===== src/rtl/pg_serial_adder_pkg.sv =====
// Shared definitions for the chunked propagate/generate serial adder:
// FSM state encoding and the width helper used to size the chunk counter.
package pg_serial_adder_pkg;

    typedef enum logic [1:0] {
        ST_IDLE = 2'd0,
        ST_RUN  = 2'd1,
        ST_DONE = 2'd2
    } state_e;

    // Smallest r with 2**r >= value; clog2_f(1) is 0.
    function automatic int clog2_f(input int value);
        int r;
        r = 0;
        for (int i = 0; i < 31; i++) begin
            if ((32'sd1 <<< i) < value) begin
                r = i + 1;
            end else begin
                r = r;
            end
        end
        return r;
    endfunction

endpackage


===== src/rtl/pg_serial_adder_pg_group.sv =====
// One GROUP-bit adder slice: per-bit half-adder propagate/generate cells,
// sum-of-products lookahead carries, and group P/G for a future carry tree.
module pg_group
    import pg_serial_adder_pkg::*;
#(
    parameter int GROUP = 4
) (
    input  logic [GROUP-1:0] a,
    input  logic [GROUP-1:0] b,
    input  logic             cin,
    output logic [GROUP-1:0] s,
    output logic             cout,
    output logic             c_msb,
    output logic             grp_p,
    output logic             grp_g
);

    logic [GROUP-1:0] p_s;
    logic [GROUP-1:0] g_s;
    logic [GROUP:0]   c_s;
    logic             grp_g_s;

    for (genvar i = 0; i < GROUP; i++) begin : gen_ha
        assign p_s[i] = a[i] ^ b[i];
        assign g_s[i] = a[i] & b[i];
    end

    // Lookahead carries: each c[i+1] is a flat OR of generate terms gated by
    // the propagate run above them, so no carry depends on another carry.
    always_comb begin
        logic term_v;
        logic prop_v;
        c_s     = {(GROUP+1){1'b0}};
        grp_g_s = 1'b0;
        term_v  = 1'b0;
        prop_v  = 1'b1;
        c_s[0]  = cin;
        for (int i = 0; i < GROUP; i++) begin
            term_v = 1'b0;
            prop_v = 1'b1;
            for (int j = i; j >= 0; j--) begin
                term_v = term_v | (prop_v & g_s[j]);
                prop_v = prop_v & p_s[j];
            end
            if (i == GROUP - 1) begin
                grp_g_s = term_v;
            end else begin
                grp_g_s = grp_g_s;
            end
            c_s[i+1] = term_v | (prop_v & cin);
        end
    end

    assign s     = p_s ^ c_s[GROUP-1:0];
    assign cout  = c_s[GROUP];
    assign c_msb = c_s[GROUP-1];
    assign grp_p = &p_s;
    assign grp_g = grp_g_s;

endmodule


===== src/rtl/pg_serial_adder.sv =====
// Multi-cycle add/subtract: walks the operands GROUP bits per clock, LSB chunk
// first, and publishes sum/flags only once the whole word is complete.
module pg_serial_adder
    import pg_serial_adder_pkg::*;
#(
    parameter int WIDTH = 16,
    parameter int GROUP = 4
) (
    input  logic             clk,
    input  logic             rst,
    input  logic             start,
    input  logic             sub,
    input  logic [WIDTH-1:0] a,
    input  logic [WIDTH-1:0] b,
    output logic             busy,
    output logic             done,
    output logic [WIDTH-1:0] sum,
    output logic             cout,
    output logic             ovf,
    output logic             zero
);

    localparam int N  = WIDTH / GROUP;
    localparam int CW = clog2_f(N) + 1;
    localparam logic [CW-1:0] LAST_IDX = CW'(N - 1);

    if ((GROUP < 1) || (GROUP > WIDTH) || ((WIDTH % GROUP) != 0)) begin : g_bad_cfg
        $error("pg_serial_adder: GROUP must divide WIDTH and lie in 1..WIDTH");
    end

    state_e           state_r;
    state_e           state_nx_s;
    logic [WIDTH-1:0] a_r;
    logic [WIDTH-1:0] b_r;
    logic [WIDTH-1:0] work_r;
    logic [WIDTH-1:0] work_nx_s;
    logic [CW-1:0]    idx_r;
    logic             carry_r;
    logic             carry_nx_s;
    logic             last_s;
    logic [GROUP-1:0] chunk_s;
    logic             grp_cout_s;
    logic             grp_cmsb_s;
    logic             grp_p_s;
    logic             grp_g_s;
    logic             busy_r;
    logic             done_r;
    logic [WIDTH-1:0] sum_r;
    logic             cout_r;
    logic             ovf_r;
    logic             zero_r;

    // Operand registers shift right each RUN cycle, so the active chunk is
    // always the low GROUP bits.
    pg_group #(.GROUP(GROUP)) u_group (
        .a     (a_r[GROUP-1:0]),
        .b     (b_r[GROUP-1:0]),
        .cin   (carry_r),
        .s     (chunk_s),
        .cout  (grp_cout_s),
        .c_msb (grp_cmsb_s),
        .grp_p (grp_p_s),
        .grp_g (grp_g_s)
    );

    // Chunk bookkeeping: last-chunk detect, next working word, group carry.
    always_comb begin
        last_s     = (idx_r == LAST_IDX);
        work_nx_s  = WIDTH'({chunk_s, work_r} >> GROUP);
        carry_nx_s = grp_g_s | (grp_p_s & carry_r);
    end

    // Next-state logic for IDLE -> RUN -> DONE -> IDLE.
    always_comb begin
        state_nx_s = state_r;
        case (state_r)
            ST_IDLE: begin
                if (start) begin
                    state_nx_s = ST_RUN;
                end else begin
                    state_nx_s = ST_IDLE;
                end
            end
            ST_RUN: begin
                if (last_s) begin
                    state_nx_s = ST_DONE;
                end else begin
                    state_nx_s = ST_RUN;
                end
            end
            ST_DONE: state_nx_s = ST_IDLE;
            default: state_nx_s = ST_IDLE;
        endcase
    end

    // State register and registered handshake flags.
    always_ff @(posedge clk) begin
        if (rst) begin
            state_r <= ST_IDLE;
            busy_r  <= 1'b0;
            done_r  <= 1'b0;
        end else begin
            state_r <= state_nx_s;
            busy_r  <= (state_nx_s != ST_IDLE);
            done_r  <= (state_nx_s == ST_DONE);
        end
    end

    // Operand capture and per-chunk datapath; subtraction enters as a + ~b + 1.
    always_ff @(posedge clk) begin
        if (rst) begin
            a_r     <= {WIDTH{1'b0}};
            b_r     <= {WIDTH{1'b0}};
            work_r  <= {WIDTH{1'b0}};
            idx_r   <= {CW{1'b0}};
            carry_r <= 1'b0;
        end else begin
            case (state_r)
                ST_IDLE: begin
                    if (start) begin
                        a_r     <= a;
                        b_r     <= b ^ {WIDTH{sub}};
                        carry_r <= sub;
                        idx_r   <= {CW{1'b0}};
                    end else begin
                        carry_r <= carry_r;
                    end
                end
                ST_RUN: begin
                    a_r     <= a_r >> GROUP;
                    b_r     <= b_r >> GROUP;
                    work_r  <= work_nx_s;
                    carry_r <= carry_nx_s;
                    idx_r   <= idx_r + CW'(1);
                end
                default: begin
                    carry_r <= carry_r;
                end
            endcase
        end
    end

    // Result registers load only with the final chunk, hiding partial sums.
    always_ff @(posedge clk) begin
        if (rst) begin
            sum_r  <= {WIDTH{1'b0}};
            cout_r <= 1'b0;
            ovf_r  <= 1'b0;
            zero_r <= 1'b0;
        end else if ((state_r == ST_RUN) && last_s) begin
            sum_r  <= work_nx_s;
            cout_r <= grp_cout_s;
            ovf_r  <= grp_cmsb_s ^ grp_cout_s;
            zero_r <= (work_nx_s == {WIDTH{1'b0}});
        end else begin
            sum_r  <= sum_r;
        end
    end

    assign busy = busy_r;
    assign done = done_r;
    assign sum  = sum_r;
    assign cout = cout_r;
    assign ovf  = ovf_r;
    assign zero = zero_r;

endmodule

===== config.mk =====
export PLATFORM = sky130hd
export DESIGN_NAME = pg_serial_adder
export DESIGN_NICKNAME = d
export VERILOG_FILES = /design/src/rtl/pg_serial_adder_pkg.sv /design/src/rtl/pg_serial_adder_pg_group.sv /design/src/rtl/pg_serial_adder.sv
export SDC_FILE = /design/constraint.sdc
export NUM_CORES = 1
export LEC_CHECK = 0
export BUFFER_PORTS_ARGS = -buffer_cell sky130_fd_sc_hd__buf_2
export CAP_MARGIN = 20
export CORE_MARGIN = 4
export CORE_UTILIZATION = 53
export CTS_CLUSTER_SIZE = 10
export DETAILED_ROUTE_END_ITERATION = 7
export GPL_ROUTABILITY_DRIVEN = 0
export GPL_TIMING_DRIVEN = 0
export PLACE_DENSITY = 0.77
export SLEW_MARGIN = 40
export SYNTH_ARGS = -nofsm -noshare
export SYNTH_HDL_FRONTEND = slang
export SYNTH_SLANG_ARGS = --single-unit

===== constraint.sdc =====
create_clock -name clk -period 2.35 [get_ports clk]
set_clock_uncertainty 0.05 [all_clocks]
set_input_delay 0.3525 -clock clk [delete_from_list [all_inputs] [get_ports clk]]
set_output_delay 0.3525 -clock clk [all_outputs]
set_load 0.005 [all_outputs]

==> flow_summary_export.csv, run 1 <==
group,metric,value,unit
route,wl_per_cell,14.6,um
clocking,cts_resized,0,
clocking,cts_tree,"yes",
critical_path,critPathBufInv,1,
synthesis,syn_area,3040,um2
synthesis,yosys_warnings,0,
clocking,clkTransAtPathRegs,70,ps
floorplan,core,5540,um2
route,vias,2750,
pwr,power_density,718,nW/um2
clocking,cts_sinks,71,
timing,max_freq,487,MHz
timing,period_share,87.3,%
timing,setup_tns,0,ps
floorplan,fp.dieW,83.7,um
critical_path,slowest_stage,"fa_1",
placement,portBuffers,54,
critical_path,cp-end-kind,"flip-flop",
min_path,hold_path.class,"input port to flip-flop",
final_layout,multi_input_area,1480,um2
final_layout,final_nets,476,
final_layout,stdcell_count,508,
timing,slew_headroom,63.6,%
timing,grt_setup_unrepaired,"false",
critical_path,cp_top_family,"adder cells",
route,drc,0,
placement,hpwl,5.29,mm
placement,place_inst,494,
critical_path,crit_arrival,2280,ps
critical_path,slowest_delay,620,ps
timing,setup_viol,0,
critical_path,critPathRequiredTime,2580,ps
route,ant_nets,0,
critical_path,start_kind,"flip-flop",
floorplan,top_level_ports,57,
route,wl,7.40,mm
global_route,grtUsageTotal,21.7,%
pwr,p_leak,1.46,nW
global_route,grt_pass1_wl,12.3,mm
floorplan,initial_core_util,54.8,%
clocking,hold_buffers,0,
synthesis,syn-num-nets,411,
route,drt_pass1_iterations,5,
synthesis,ys_async_sr_fraction,0,%
critical_path,crit_chain,"inv_1, fa_1, nor4b_1, nand2_1, a2111oi_4, a32o_2",
final_layout,num_antenna_cells,0,
route,drtIter0Drc,194,
synthesis,synth_flop_cell,"dfxtp_1",
clocking,cts_made_buffers,9,
critical_path,worstSetupPathType,"flip-flop to flip-flop",
global_route,grt_antenna_before_repair,0,
pwr,power,2.57,mW
synthesis,synth-seq-area-share,46.8,%
floorplan,die_y,83.7,um
pwr,vdd_drop_max,0.445,mV
timing,tightest_slew,546,ps
clocking,post-cts-setup-buffers,0,
timing,period_needed,2050,ps
global_route,first_global_vias,2606,
synthesis,netlist_instances,368,
synthesis,synth_top_area_share,46.8,%
synthesis,yosys-top-cells-area,"dfxtp_1 47%, nand2_1 12%, a21oi_1 8.2%",
clocking,cts_htree_levels,3,
clocking,clkLatencyLatePin,330,ps
final_layout,drive_gt1_share,19.3,%
synthesis,synth_top_cell_by_area,"dfxtp_1",
synthesis,ys_ff_latch,71,
synthesis,synth_edf_count,0,
global_route,grt_max_degree,11,
floorplan,rows,27,
clocking,clockRootBuffer,"clkbuf_8",
floorplan,die-area,7010,um2
synthesis,yosysUniqueCellTypes,36,
final_layout,fill_cells,514,
synthesis,synth.avg_cell_area,8.26,um2
final_layout,syn2layout_area_growth,17.8,%
route,vias_per_cell,5.41,
critical_path,crit_fanout,3,
final_layout,regArea,1420,um2
timing,hold_viol_final,0,
flow_run,max_cap_viol_count,0,
outcome,outcome,"complete, no violations",
timing,slew_violations,0,
global_route,overflow,0,
clocking,clockBufferDepth,2,
final timing paths:
| path | to | cells after the start | slack [ps] | start |
|---|---|---|---|---|
| worst max register to register | zero | 6 | 300 | a_r[0] |
| worst max-delay path | zero | 6 | 300 | a_r[0] |
| worst min register to register | sum[9] | 2 | 400 | sum[9] |
| worst min-delay path | a_r[15] | 3 | 200 | a[15] |
synthesized netlist by cell type, types with 3 or more instances:
master / n
nand2_1: 96
a311oi_1: 13
ha_1: 6
a21oi_1: 50
buf_2: 12
a21o_1: 3
dfxtp_1: 71
a22oi_1: 13
xor2_1: 16
inv_1: 5
nor2_1: 27
clkbuf_1: 12
a211oi_1: 5
nand3_1: 12
nand4_1: 4
logic make-up after synthesis:
kind of cell,Yosys count,synth area share [%]
simple gates,149,20.8
xor+xnor,17,4.90
flops,71,46.8
fa+ha+maj,7,3.13
compound gates,91,19.5
buf+inv,32,4.57
mux,1,0.330
placed cells by master, fill, tap and decap left out, drive strengths merged, types with 3 or more instances in the layout:
cell    Yosys  routed
a22oi      13      13
nand4       4       4
a21o        3       3
a21oi      50      50
nand2      97      97
a211oi      5       5
nand3      12      12
dfxtp      71      71
xor2       16      16
ha          6       6
inv         5       5
clkbuf     12      25
buf        15      69
a311oi     13      13
nor2       28      28
sequential cells by signal, summed over array words and instances, names as in the netlist:
register,cells
zero,1
carry_r,1
a_r,16
busy,1
cout,1
work_r,12
ovf,1
done,1
b_r,16
state_r,2
sum,16
idx_r,3
cell type report:
cell class                 instances  area share (%)
buffer                            27            3.36
clock buffer                      13            4.16
clock inverter                     1           0.839
inverter                           5           0.525
multi-input combinational        265            41.3
sequential                        71            39.7
tap                               72            2.52
timing repair buffer              54            7.56
worst min-delay path, cell delays in order:
cell     delay (ps)
buf_2            90
nand2_1          40
a21oi_1          50
metrics by stage:
step	worst slack [ps]	utilization (%)	hold WS [ps]	area, um2
after floorplan	560	-	387	3040
after global placement	378	61.3	389	3400
after detailed placement	358	61.3	393	3400
after CTS	340	64.6	193	3580
after global routing	152	64.6	207	3580
final	298	64.6	198	3580
power breakdown:
group	leakage, nW	internal [mW]	switching [mW]
logic	0.788	0.133	0.218
registers	0.579	1.26	0.0423
clock network	0.0896	0.510	0.402
layer usage:
layer | share of wire [%] | wire [um] | up-vias | global-route usage, %
met5 | 0 | 0 | - | 0
met4 | 1.6 | 120 | 0 | 8.04
met3 | 5.8 | 430 | 15 | 5.23
met2 | 46 | 3390 | 83 | 33.2
met1 | 47 | 3460 | 1257 | 29.7
li1 | - | - | 1395 | -
Power figures use the tool's default switching activity.
==> run 2: changes to the inputs <==
--- a/config.mk
+++ b/config.mk
@@ -9,6 +9,7 @@
 export CAP_MARGIN = 20
 export CORE_MARGIN = 4
 export CORE_UTILIZATION = 53
+export CTS_BUF_LIST = sky130_fd_sc_hd__clkbuf_8
 export CTS_CLUSTER_SIZE = 10
 export DETAILED_ROUTE_END_ITERATION = 7
 export GPL_ROUTABILITY_DRIVEN = 0
==> run 2 against run 1 <==
- combinational power hardly changed
- sequential power hardly changed
- wire length is 0.26% higher
- critical path depth stayed put
- final area stayed put
- first-iteration DRC count is 8.8% lower
- fmax is 0.28% higher
- core utilization stayed put
- power is 0.20% lower
- non-clock buffer count stayed put
- clock power is 0.5% lower
- global-route usage stayed put
- critical path type unchanged
- critical endpoint unchanged
- largest power group unchanged
==> flow_summary_export.csv, run 2 (synthesis gave the netlist of run 1 again) <==
group,metric,value,unit
outcome,outcome,"complete, no violations",
timing,max_freq,489,MHz
global_route,grt_antenna_before_repair,0,
timing,period_needed,2050,ps
timing,setup_viol,0,
route,wl,7.42,mm
final_layout,drive_gt1_share,19.3,%
floorplan,core,5540,um2
final_layout,layout_commonest_cell,"nand2_1",
global_route,overflow,0,
critical_path,critPathRequiredTime,2590,ps
critical_path,crit_start,"a_r[0]",
pwr,p_leak,1.47,nW
timing,hold_viol_final,0,
global_route,first_global_vias,2606,
placement,hpwl,5.29,mm
final_layout,final_cell_mix,"96 x nand2_1, 71 x dfxtp_1, 66 x buf_2",
timing,grt_setup_unrepaired,"false",
floorplan,initial_core_util,54.8,%
critical_path,crit_arrival,2280,ps
timing,slew_headroom,63.4,%
critical_path,slowest_stage,"fa_1",
global_route,grtUsageTotal,21.7,%
critical_path,crit_fanout,3,
clocking,clockBufferDepth,2,
clocking,post-cts-setup-buffers,0,
clocking,hold_buffers,0,
critical_path,crit_chain,"inv_1, fa_1, nor4b_1, nand2_1, a2111oi_4, a32o_2",
final_layout,stdcell_area,3580,um2
min_path,hold_path.class,"input port to flip-flop",
clocking,cts_made_buffers,9,
timing,tightest_slew,549,ps
pwr,power,2.56,mW
floorplan,die-area,7010,um2
route,wl_per_cell,14.6,um
floorplan,rows,27,
flow_run,max_cap_viol_count,0,
route,drtIter0Drc,177,
placement,portBuffers,54,
floorplan,die_y,83.7,um
global_route,grt_max_degree,11,
floorplan,top_level_ports,57,
clocking,cts_sinks,71,
route,vias_per_cell,5.41,
placement,dp_worst_setup_slack,358,ps
placement,dpl_cell_area,3400,um2
clocking,cts_resized,0,
final_layout,syn2layout_area_growth,17.8,%
final_layout,num_antenna_cells,0,
pwr,power_density,717,nW/um2
clocking,clkTransAtPathRegs,70,ps
global_route,grt_pass1_wl,12.3,mm
min_path,holdCritStartpoint,"a[15]",
clocking,cts_tree,"yes",
pwr,vdd_drop_max,0.446,mV
final_layout,final_nets,476,
critical_path,start_kind,"flip-flop",
timing,whs,191,ps
timing,setup_slack,304,ps
critical_path,timing.rr.start,"a_r[0]",
clocking,clkLatencyLatePin,340,ps
route,ant_nets,0,
critical_path,cp-end-kind,"flip-flop",
clocking,clockRootBuffer,"clkbuf_8",
critical_path,slowest_delay,620,ps
floorplan,fp.dieW,83.7,um
timing,slew_violations,0,
critical_path,worstSetupPathType,"flip-flop to flip-flop",
timing,period_share,87.1,%
route,drt_pass1_iterations,5,
route,vias,2749,
clocking,cts_htree_levels,3,
timing,setup_tns,0,ps
route,drc,0,
run 2: changes by cell type in the layout (fill, tap and decap cells not counted), sizes merged:
| cell | before | now |
|---|---|---|
| inv | 5 | 8 |
| clkbuf | 25 | 22 |
run 2: final timing paths:
kind,endpoint,slack [ps],depth (start not counted)
setup / recovery,zero,300,6
hold / removal,a_r[15],190,3
setup reg to reg,zero,300,6
hold reg to reg,sum[9],400,2
run 2: power by group:
part | switching (mW) | internal (mW) | total (mW)
sequential | 0.0425 | 1.26 | 1.31
combinational | 0.218 | 0.133 | 0.351
clock | 0.410 | 0.496 | 0.906
total | 0.670 | 1.89 | 2.56
run 2: final cells by class:
| type | instances | area [um2] |
|---|---|---|
| fill | 514 | 1960 |
| multi-input combinational | 265 | 1480 |
| sequential | 71 | 1420 |
| timing repair buffer | 54 | 270 |
| clock buffer | 10 | 138 |
| buffer | 27 | 120 |
| tap | 72 | 90.1 |
| clock inverter | 4 | 41.3 |
| inverter | 5 | 18.8 |
run 2: metrics by stage:
step                      utilization (%)  instances
after global routing                 64.6        508
after global placement               61.3        494
after detailed placement             61.3        494
after floorplan                         -        368
after CTS                            64.6        508
final                                64.6        508
run 2: layer usage:
layer	up-vias	track usage (%)	share of wire, %
met5	-	0	0
met4	0	8.04	2.0
met3	13	5.23	6.1
met2	78	33.2	45
met1	1260	29.7	47
li1	1398	-	-
run 2: critical path, delay by kind of cell (launching register included):
kind            cells  cell delay (ps)
fa+ha+maj           1              620
compound gates      2              450
simple gates        2              410
flops               1              390
buf+inv             1               80
